[src/rtl/adder_unit_pkg.sv]
// Shared constants, result type and overflow helper for the pipelined adder.
// Consumers import this package to size datapaths and unpack results.
package adder_unit_pkg;

  localparam int ADDER_DEFAULT_WIDTH = 12;
  localparam int STAGES_SINGLE       = 1;
  localparam int STAGES_SPLIT        = 2;

  typedef struct packed {
    logic [ADDER_DEFAULT_WIDTH-1:0] sum;
    logic                           carry;
    logic                           overflow;
  } adder_result_t;

  function automatic logic stages_legal(input int stages);
    return (stages == STAGES_SINGLE) || (stages == STAGES_SPLIT);
  endfunction

  // Signed overflow: operands agree in sign but the result does not.
  function automatic logic ovf_flag(input logic a_msb, input logic b_msb, input logic s_msb);
    return (a_msb == b_msb) && (s_msb != a_msb);
  endfunction

endpackage

[src/rtl/adder_unit_slice.sv]
// Combinational W-bit add with carry-in; exposes sum, carry-out and the
// operand/result sign bits so the caller can derive signed overflow.
module adder_slice #(
  parameter int W = 6
) (
  input  logic [W-1:0] i_a,
  input  logic [W-1:0] i_b,
  input  logic         i_cin,
  output logic [W-1:0] o_sum,
  output logic         o_cout,
  output logic         o_a_msb,
  output logic         o_b_msb,
  output logic         o_sum_msb
);

  logic [W:0] w_full;

  assign w_full    = {1'b0, i_a} + {1'b0, i_b} + {{W{1'b0}}, i_cin};
  assign o_sum     = w_full[W-1:0];
  assign o_cout    = w_full[W];
  assign o_a_msb   = i_a[W-1];
  assign o_b_msb   = i_b[W-1];
  assign o_sum_msb = w_full[W-1];

endmodule

[src/rtl/adder_unit.sv]
// Pipelined two-operand adder with carry-out and signed overflow flags.
// STAGES=1 adds in one cycle; STAGES=2 splits the carry chain across two.
module adder_unit
  import adder_unit_pkg::*;
#(
  parameter int WIDTH  = ADDER_DEFAULT_WIDTH,
  parameter int STAGES = STAGES_SINGLE
) (
  input  logic             clk,
  input  logic             rst,
  input  logic             in_valid,
  input  logic [WIDTH-1:0] op_a,
  input  logic [WIDTH-1:0] op_b,
  output logic             out_valid,
  output logic [WIDTH-1:0] op_c,
  output logic             carry_out,
  output logic             overflow
);

  logic             r_out_valid;
  logic [WIDTH-1:0] r_op_c;
  logic             r_carry;
  logic             r_ovf;

  assign out_valid = r_out_valid;
  assign op_c      = r_op_c;
  assign carry_out = r_carry;
  assign overflow  = r_ovf;

  if (WIDTH < 2 || WIDTH > 64) begin : g_bad_width
    $error("adder_unit: WIDTH must be in 2..64");
  end

  if (!stages_legal(STAGES)) begin : g_bad_stages
    $error("adder_unit: STAGES must be 1 or 2");
  end else if (STAGES == STAGES_SINGLE) begin : g_single
    logic [WIDTH-1:0] w_sum;
    logic             w_cout;
    logic             w_a_msb;
    logic             w_b_msb;
    logic             w_s_msb;

    adder_slice #(.W(WIDTH)) u_slice (
      .i_a       (op_a),
      .i_b       (op_b),
      .i_cin     (1'b0),
      .o_sum     (w_sum),
      .o_cout    (w_cout),
      .o_a_msb   (w_a_msb),
      .o_b_msb   (w_b_msb),
      .o_sum_msb (w_s_msb)
    );

    always_ff @(posedge clk or posedge rst) begin
      if (rst) begin
        r_out_valid <= 1'b0;
        r_op_c      <= '0;
        r_carry     <= 1'b0;
        r_ovf       <= 1'b0;
      end else begin
        r_out_valid <= in_valid;
        if (in_valid) begin
          r_op_c  <= w_sum;
          r_carry <= w_cout;
          r_ovf   <= ovf_flag(w_a_msb, w_b_msb, w_s_msb);
        end
      end
    end
  end else begin : g_split
    localparam int L = WIDTH / 2;
    localparam int H = WIDTH - L;

    logic         r_s1_valid;
    logic [L-1:0] r_lo_sum;
    logic         r_lo_carry;
    logic [H-1:0] r_hi_a;
    logic [H-1:0] r_hi_b;

    logic [L-1:0] w_lo_sum;
    logic         w_lo_cout;
    logic [2:0]   w_lo_msbs_unused;
    logic [H-1:0] w_hi_sum;
    logic         w_hi_cout;
    logic         w_a_msb;
    logic         w_b_msb;
    logic         w_s_msb;

    adder_slice #(.W(L)) u_lo (
      .i_a       (op_a[L-1:0]),
      .i_b       (op_b[L-1:0]),
      .i_cin     (1'b0),
      .o_sum     (w_lo_sum),
      .o_cout    (w_lo_cout),
      .o_a_msb   (w_lo_msbs_unused[0]),
      .o_b_msb   (w_lo_msbs_unused[1]),
      .o_sum_msb (w_lo_msbs_unused[2])
    );

    // Upper half finishes the add one cycle later using the registered low carry.
    adder_slice #(.W(H)) u_hi (
      .i_a       (r_hi_a),
      .i_b       (r_hi_b),
      .i_cin     (r_lo_carry),
      .o_sum     (w_hi_sum),
      .o_cout    (w_hi_cout),
      .o_a_msb   (w_a_msb),
      .o_b_msb   (w_b_msb),
      .o_sum_msb (w_s_msb)
    );

    always_ff @(posedge clk or posedge rst) begin
      if (rst) begin
        r_s1_valid  <= 1'b0;
        r_lo_sum    <= '0;
        r_lo_carry  <= 1'b0;
        r_hi_a      <= '0;
        r_hi_b      <= '0;
        r_out_valid <= 1'b0;
        r_op_c      <= '0;
        r_carry     <= 1'b0;
        r_ovf       <= 1'b0;
      end else begin
        r_s1_valid  <= in_valid;
        r_out_valid <= r_s1_valid;
        if (in_valid) begin
          r_lo_sum   <= w_lo_sum;
          r_lo_carry <= w_lo_cout;
          r_hi_a     <= op_a[WIDTH-1:L];
          r_hi_b     <= op_b[WIDTH-1:L];
        end
        if (r_s1_valid) begin
          r_op_c  <= {w_hi_sum, r_lo_sum};
          r_carry <= w_hi_cout;
          r_ovf   <= ovf_flag(w_a_msb, w_b_msb, w_s_msb);
        end
      end
    end
  end

endmodule

[config.mk]
export PLATFORM = sky130hd
export DESIGN_NAME = adder_unit
export DESIGN_NICKNAME = d
export VERILOG_FILES = /design/src/rtl/adder_unit_pkg.sv /design/src/rtl/adder_unit_slice.sv /design/src/rtl/adder_unit.sv
export SDC_FILE = /design/constraint.sdc
export NUM_CORES = 1
export LEC_CHECK = 0
export ABC_AREA = 1
export ABC_CLOCK_PERIOD_IN_PS = 800
export CORE_MARGIN = 2
export CORE_UTILIZATION = 45
export DETAILED_ROUTE_END_ITERATION = 12
export PLACE_DENSITY = 0.82
export SYNTH_ARGS = -nofsm -noshare
export SYNTH_HDL_FRONTEND = slang
export SYNTH_SLANG_ARGS = --single-unit
[constraint.sdc]
create_clock -name clk -period 0.8 [get_ports clk]
set_input_delay 0.08 -clock clk [delete_from_list [all_inputs] [get_ports clk]]
set_output_delay 0.08 -clock clk [all_outputs]
set_load 0.1 [all_outputs]
==> results of run 1 <==
-- per-stage QoR --
| step | hold WS (ps) | util | setup TNS (ps) |
|---|---|---|---|
| detailed placement | 422 | 0.866 | -11610 |
| global placement | 404 | 0.866 | -10640 |
| floorplan | -19.4 | - | -2730 |
-- cells by family after synthesis --
logic type      synth area share
compound gates            0.0578
xor+xnor                  0.0213
fa+ha+maj                  0.138
buf+inv                   0.0903
flops                      0.304
simple gates               0.388
-- Yosys cell counts, drive strengths merged (2+ instances only) --
cell type / number / area [um2]
a21oi: 6 / 33.8
buf: 2 / 10.0
dfrtp: 15 / 375
ha: 12 / 150
inv: 27 / 101
nand2: 74 / 290
nand3: 16 / 100
nand4: 4 / 25.0
nor2: 13 / 56.3
o21ai: 6 / 30.0
xnor2: 2 / 17.5
==> summary.txt, run 1 <==
Synthesis
  – Yosys reg bits: 15
  – Netlist cell types: 21
  – Post-synth EDFFs: 0
  – Syn Nets: 221
  – Syn Area/Cell: 6.82 um2
  – Syn Inst Count: 181
  – Sequential-to-total area share from yosys stat: 0.304
  – Cell Area, Synth: 0.00123 mm2
  – Ys flop type: dfrtp_1
  – Syn. warnings: 0
  – FFs w/ async S/R, synth: 1.00

Placement
  – Post-Place Worst Slack: -984 ps
  – GPL Wtd Cong: 0.919
  – DP Cell Count: 271
  – Port Buffers: 41
  – Placed cell area: 0.00220 mm2
  – DP Wirelength: 3280 um

Die
  – I/O pin count: 42
  – Die X-Extent: 56.4 um
  – Die height: 56.4 um
  – FP Rows: 18
  – Initial Util: 0.485

Clocking
  – Num CTS Buffers: 3
  – CTS root buffer: clkbuf_4
  – H-Tree Depth: 1
  – Number of hold buffers added after CTS: 0
  – Clk buf depth: 2
  – Post-CTS Setup Bufs: 5
  – # resized after CTS: 167
  – Clock sinks: 15

Status
  – Tool error: [ERROR DPL-0033] detailed placement checks failed during check placement.
  – Status: stopped before the end
  – Fail Step: clock tree synthesis
==> run 2, diff against run 1 <==
--- a/config.mk
+++ b/config.mk
@@ -7,10 +7,10 @@
 export LEC_CHECK = 0
 export ABC_AREA = 1
 export ABC_CLOCK_PERIOD_IN_PS = 800
-export CORE_MARGIN = 2
-export CORE_UTILIZATION = 45
+export CORE_AREA = 2 2 63 65
 export DETAILED_ROUTE_END_ITERATION = 12
-export PLACE_DENSITY = 0.82
+export DIE_AREA = 0 0 65 67
+export PLACE_DENSITY_LB_ADDON = 0.15
 export SYNTH_ARGS = -nofsm -noshare
 export SYNTH_HDL_FRONTEND = slang
 export SYNTH_SLANG_ARGS = --single-unit
==> run 2 against run 1 <==
Effect of this change:
- the flow now finishes, with violations (setup timing)
- area after synthesis did not move
- synthesized cell count did not move
==> summary.txt, run 2 <==
Clocking
  – Num CTS Buffers: 3 (unchanged)
  – CTS tree: done
  – Clk buf depth: 2 (unchanged)
  – Clock sinks: 15 (unchanged)
  – H-Tree Depth: 1 (unchanged)
  – Clock Latency Late Sink: 240 ps
  – CTS root buffer: clkbuf_8 (was clkbuf_4)
  – CTS clock-pin slew for the worst setup and hold paths: 60 ps

Die
  – Die ar.: 0.00436 mm2
  – Core box area: 0.00361 mm2
  – Initial Util: 0.342 (was 0.485)
  – FP Rows: 22 (was 18)
  – Die height: 67 um (was 56.4 um)
  – I/O pin count: 42 (unchanged)
  – Die X-Extent: 65 um (was 56.4 um)

Worst setup path
  – Crit path capture type: flop
  – Critical path required time: 930 ps
  – Max Fanout on Critical Path: 3
  – Worst reg2reg path depth: 3
  – Launching point of the worst reg2reg path: op_c[10]$_DFFE_PP0P_
  – Reg2reg setup slack: 40 ps
  – CP Launch Type: primary input
  – Crit. Startpoint: op_b[0]
  – RR Endpoint: op_c[10]$_DFFE_PP0P_
  – Setup Crit Path Kind: in2reg
  – CP arrival: 1150 ps

Layout
  – Area growth syn-to-layout: 102%
  – Most frequent cells in the layout: nand2_1 (44), buf_4 (24), nand2_2 (22), inv_1 (20), buf_12 (16)
  – Final non-filler cell total: 300
  – Largest register FFs: 12
  – Nets: 293
  – Share of layout cells above drive strength 1: 0.635
  – # fillers: 285
  – Most common cell after layout, fill and taps aside: nand2_1
  – Diodes inserted: 0

Placement
  – Port Buffers: 41 (unchanged)
  – DP Cell Count: 290 (was 271)
  – DP Wirelength: 2700 um (was 3280 um)
  – GPL Wtd Cong: 0.809 (was 0.919)
  – Post-Place Worst Slack: -966 ps (was -984 ps)

Synthesis
  – Post-synth top area cell: dfrtp_1 (unchanged)
  – Syn Area/Cell: 6.82 um2 (unchanged)
  – Syn. warnings: 0 (unchanged)
  – XOR/XNOR Fraction of Synth Area: 0.0213 (unchanged)
  – Top post-synthesis cells by area: dfrtp_1 (30%), nand2_1 (21%), ha_1 (12%) (unchanged)
  – Ys flop type: dfrtp_1 (unchanged)
  – FFs w/ async S/R, synth: 1.00 (unchanged)
  – Sequential-to-total area share from yosys stat: 0.304 (unchanged)
  – Mux cell area share after synthesis: 0 (unchanged)
  – Post-synth top area share: 0.304 (unchanged)
  – Synth Area in Compound Gates: 0.0578 (unchanged)
  – Most common cell in the netlist: nand2_1 (unchanged)
  – Yosys reg bits: 15 (unchanged)
  – Syn Inst Count: 181 (unchanged)
  – Netlist cell types: 21 (unchanged)
  – Cell Area, Synth: 0.00123 mm2 (unchanged)
  – Synth Area in Simple Gates: 0.388 (unchanged)
  – Adder-cell share of the synthesized area: 0.138 (unchanged)
  – Most instantiated cells after synthesis: nand2_1 (69), inv_1 (25), dfrtp_1 (15) (unchanged)
  – Syn Nets: 221 (unchanged)
  – Post-synth EDFFs: 0 (unchanged)
  – Largest family of logic cells by synthesized area: simple AND/OR/NAND/NOR gates (unchanged)

Global route
  – Largest net degree at the start of global routing: 16
  – GRT overflow: 0
  – Vias in the first global route: 1400
  – Antenna violations before repair: 0
  – Gr usage total: 0.184
  – First-pass GRT wire length: 6150 um

Hold path
  – WHS Path Cells: 4
  – Hold_sp: op_a[0]
  – Worst Hold Class: in2reg
  – Hold-critical path endpoint: op_c[0]$_DFFE_PP0P_

Job
  – Total of max-cap violations: 0

STA
  – Final setup viols: 27
  – Final worst slack: -219 ps
  – Minimum clock period: 1020 ps
  – Clock Skews: 0 ps
  – Fin crit share: 1.27
  – RSZ-0062 raised after global routing: yes
  – Relative slew margins: 0.865
  – Fin Setup TNS: -3820 ps
  – Slew Viols, Final: 0
  – Hold Vio Cnt, Final: 0
  – Max Fclk: 0.982 GHz
  – Least-Margin Pin Slew: 202 ps

Detailed routing
  – DR pass1 iterations: 4
  – Antenna violation net count after detailed routing: 0
  – # DRC: 0
  – DR iter-0 viols: 47
  – Wire per inst: 11.6 um
  – Drt total wl: 3470 um
  – Total number of vias: 1376
  – Vias per cell: 4.59

Power
  – Leak Pwr: 1.20 nW
  – Pwr dens: 1730 mW/mm2
  – Worst VDD drop: 0.000718 V

Status
  – Status: complete, but fails checks (was stopped before the end)
  – Failing checks: setup timing
-- run 2: worst max-delay path, stage by stage --
cell     delay (ps)
buf_6            70
ha_4            130
inv_2            30
fa_2            320
inv_2            90
nand3_2          80
nand3_4          90
nand2_2          60
nand2_2          50
nand2_1          40
nand2_1          50
o21ai_1          50
-- run 2: what timing repair did --
item / CTS / global route
setup buffers: 5 / 1
pin swaps: 63 / 19
gates resized for setup: 136 / 21
setup endpoints to repair: 28 / 28
hold buffers: 0 / 0
-- run 2: per-stage QoR --
stage	hold slack, ps	util	power, mW	area, um2
floorplan	-19.4	-	2.48	1450
global route	139	0.691	4.53	2490
finish	140	0.691	4.30	2490
CTS	139	0.676	4.27	2440
detailed placement	411	0.620	3.48	2230
global placement	405	0.620	3.46	2230
-- run 2: area by class of cell --
type	count	area, um2	area share
tap	48	60.1	0.0241
inverter	27	101	0.0407
clock inverter	1	5.00	0.00201
sequential	15	399	0.160
timing repair buffer	69	737	0.296
multi-input combinational	137	1150	0.461
clock buffer	3	41.3	0.0166
-- run 2: routing by layer --
layer	part of all wire	track usage	vias up
met5	0	0	-
li1	-	-	716
met4	0.014	0.0638	0
met3	0.043	0.0236	4
met1	0.42	0.217	621
met2	0.52	0.339	35
-- run 2: cell families (layout without fill, tap and decap cells) --
| logic type | Yosys count | in the layout |
|---|---|---|
| XOR/XNOR | 3 | 3 |
| adder cells (fa/ha/maj) | 13 | 13 |
| AND/OR/NAND/NOR | 108 | 108 |
| flip-flops | 15 | 15 |
| AO/OA/AOI/OAI | 13 | 13 |
| buffers and inverters | 29 | 100 |
-- run 2: worst max path at each step --
stage,endpoint,slack (ps),cells after the start
final,op_c[6]$_DFFE_PP0P_,-220,12
after global routing,op_c[8]$_DFFE_PP0P_,-310,12
after CTS,op_c[6]$_DFFE_PP0P_,-240,12
after detailed placement,op_c[6]$_DFFE_PP0P_,-970,12
after global placement,op_c[8]$_DFFE_PP0P_,-930,12
after floorplan,op_c[6]$_DFFE_PP0P_,-370,11
-- run 2: power by group --
part,total [mW],switching (mW),internal (mW)
clock network,0.597,0.253,0.344
registers,1.03,0.126,0.907
logic,2.67,1.58,1.10
total,4.30,1.96,2.35
No activity file was read; power rests on OpenSTA's default activity.
==> run 3, diff against run 2 <==
--- a/config.mk
+++ b/config.mk
@@ -10,6 +10,7 @@
 export CORE_AREA = 2 2 63 65
 export DETAILED_ROUTE_END_ITERATION = 12
 export DIE_AREA = 0 0 65 67
+export HOLD_SLACK_MARGIN = 0.08
 export PLACE_DENSITY_LB_ADDON = 0.15
 export SYNTH_ARGS = -nofsm -noshare
 export SYNTH_HDL_FRONTEND = slang
==> results of run 3 <==
Same layout as run 2: the final DEF is identical, and so are final timing and power.
==> edit (flow settings as in run 3) <==
Make the reset (`rst`) synchronous in 2 clocked blocks.
--- a/src/rtl/adder_unit.sv
+++ b/src/rtl/adder_unit.sv
@@ -53,3 +53,3 @@
 
-    always_ff @(posedge clk or posedge rst) begin
+    always_ff @(posedge clk) begin
       if (rst) begin
@@ -110,3 +110,3 @@
 
-    always_ff @(posedge clk or posedge rst) begin
+    always_ff @(posedge clk) begin
       if (rst) begin
Formal check against the unedited RTL: differs if rst is asserted again (counterexample within 4 cycles, from zero or initial values and one cycle with rst high); with rst held inactive, the same outputs for 10 cycles.
==> edit against run 3 <==
- the run still ends with setup timing left
- critical endpoint is now op_c[6]
- wire length up 0.14%
- design area decreased by 3.8%
- die area unchanged
- first-iteration DRC count decreased by 43%
- sequential cell count did not move
- power is 18% lower
- non-clock buffer count fell by 1
- synthesized area down 6.6%
- register-to-register slack gained 30 ps
- maximum frequency down 7.7%
- setup slack got worse by 85 ps
- via count down 1.7%
==> edit: results (changes against run 3) <==
| Item | Reported | Unit | Delta |
|---|---|---|---|
| Lkg Pwr | 1.12 | nW | -6.7% |
| Last weighted congestion value of the routability-driven placer | 0.862 | - | +6.6% |
| Vias per inst | 4.65 | - | +1.3% |
| Yosys cell types | 25 | - | +19% |
| Number of nets in the layout | 284 | - | -3.1% |
| Violations in the final reports | setup timing | - |  |
| Number of antenna violations at the first check in global routing | 0 | - | unchanged |
| Largest stage delay on the critical path | 370 | ps | +50 ps |
| Share of final-layout standard cells stronger than drive strength 1 | 60.1 | % | -3.4 points |
| Clock-pin slew of the registers on the worst-case setup and hold paths | 60 | ps | about the same |
| Wire length of the first global-routing pass | 5.83 | mm | -5.2% |
| Internal cell power | 0.00206 | W | -12% |
| Top cell types by occurrence after synthesis | sky130_fd_sc_hd__nand2_1 (33), sky130_fd_sc_hd__inv_1 (27), sky130_fd_sc_hd__nor2_1 (27), sky130_fd_sc_hd__dfxtp_1 (15), sky130_fd_sc_hd__a21oi_1 (14) | - |  |
| Share of the yosys chip area belonging to registers | 26.1 | % | -4.4 points |
| Slew @ Worst Pin | 273 | ps | +70.7 ps |
| Number of global-route vias before repair | 1332 | - | -4.9% |
| Ranking of synthesized cells by area | sky130_fd_sc_hd__dfxtp_1 (26%), sky130_fd_sc_hd__ha_1 (13%), sky130_fd_sc_hd__nand2_1 (11%), sky130_fd_sc_hd__inv_1 (8.8%), sky130_fd_sc_hd__nor2_1 (8.8%) | - |  |
| Number of CTS-inserted buffers | 3 | - | unchanged |
| Synthesized netlist net count | 214 | - | -3.2% |
| Detailed router's first-iteration violation count | 27 | - | -43% |
| GRT Total Usage | 17.0 | % | -1.4 points |
| Fraction of registers with async set/reset | 0 | % | -100 points |
| VDD IR-drop max | 1.34 | mV | +86% |
| Final setup fails | 27 | - | unchanged |
| Final HPWL DP | 2.66 | mm | -1.5% |
| Result of the run | complete, but fails checks | - |  |
| Worst path setup slack after routing | -304 | ps | -85.1 ps |
| Worst Path Arrival | 1300 | ps | +150 ps |
| Pin count of the biggest net entering global routing | 17 | - | +1 |
## edit: worst max-delay path, delay by kind of cell
kind                     cells  cell delay, ps
adder cells (fa/ha/maj)      2             490
AND/OR/NAND/NOR              3             320
AO/OA/AOI/OAI                2             260
buffers and inverters        3             150
## edit: routing by layer
| metal | wire length (µm) | up-vias | track usage, % | part of all wire, % |
|---|---|---|---|---|
| li1 | - | 703 | - | - |
| met5 | 0 | - | 0 | 0 |
| met4 | 0 | 0 | 0.798 | 0 |
| met3 | 146 | 0 | 3.55 | 4.2 |
| met1 | 1460 | 622 | 20.2 | 42 |
| met2 | 1880 | 27 | 32.5 | 54 |
## edit: cells by family after synthesis
family                     count (synthesis)  synth area share [%]
and+or+nand+nor                           80                  29.9
AOI/OAI and AO/OA                         31                  15.0
buffers and inverters                     30                  10.5
DFF                                       15                  26.1
adders and majority gates                 13                  14.8
xor gates and xnor gates                   5                  3.80
## edit: path summary, 6_finish.rpt
check / startpoint / cells after the start / endpoint / slack, ps
max: op_b[0] / 10 / op_c[6] / -300
max reg2reg: op_c[0] / 2 / op_c[0] / 70
min reg2reg: overflow / 2 / overflow / 480
min: op_a[0] / 4 / op_c[0] / 190
## edit: timing repair
action                                 CTS  global route
resized for setup                      128            34
setup endpoints to repair               29            28
endpoints found under the hold margin    0             0
setup buffers                            3             3
pin swaps                               50            36
## edit: through the flow
| step | instances | setup WS (ps) | setup TNS [ps] | util (%) | cell area [µm²] |
|---|---|---|---|---|---|
| after floorplan | 174 | -462 | -3660 | - | 1340 |
| after global placement | 281 | -1010 | -11980 | 58.1 | 2090 |
| after detailed placement | 281 | -1040 | -12300 | 58.1 | 2090 |
| after CTS | 288 | -326 | -3860 | 63.2 | 2280 |
| after global routing | 291 | -400 | -5030 | 66.5 | 2400 |
| final | 291 | -304 | -3840 | 66.5 | 2400 |
## edit: final cells by class
| class | instances | area [µm²] |
|---|---|---|
| clock inverter | 1 | 5.00 |
| inverter | 27 | 101 |
| multi-input combinational | 129 | 1130 |
| fill | 289 | 1210 |
| tap | 48 | 60.1 |
| sequential | 15 | 324 |
| timing repair buffer | 68 | 731 |
| clock buffer | 3 | 41.3 |
## edit: power by group through the flow
| stage | logic (W) | registers, W | clock network, W |
|---|---|---|---|
| 6_report | 0.00201 | 0.000900 | 0.000631 |
| 4_1_cts | 0.00189 | 0.000902 | 0.000630 |
| 2_1_floorplan | 0.000580 | 0.00136 | 0 |
| 3_3_place_gp | 0.00171 | 0.000912 | 0 |
| 5_1_grt | 0.00214 | 0.000910 | 0.000681 |
| 3_5_place_dp | 0.00173 | 0.000916 | 0 |
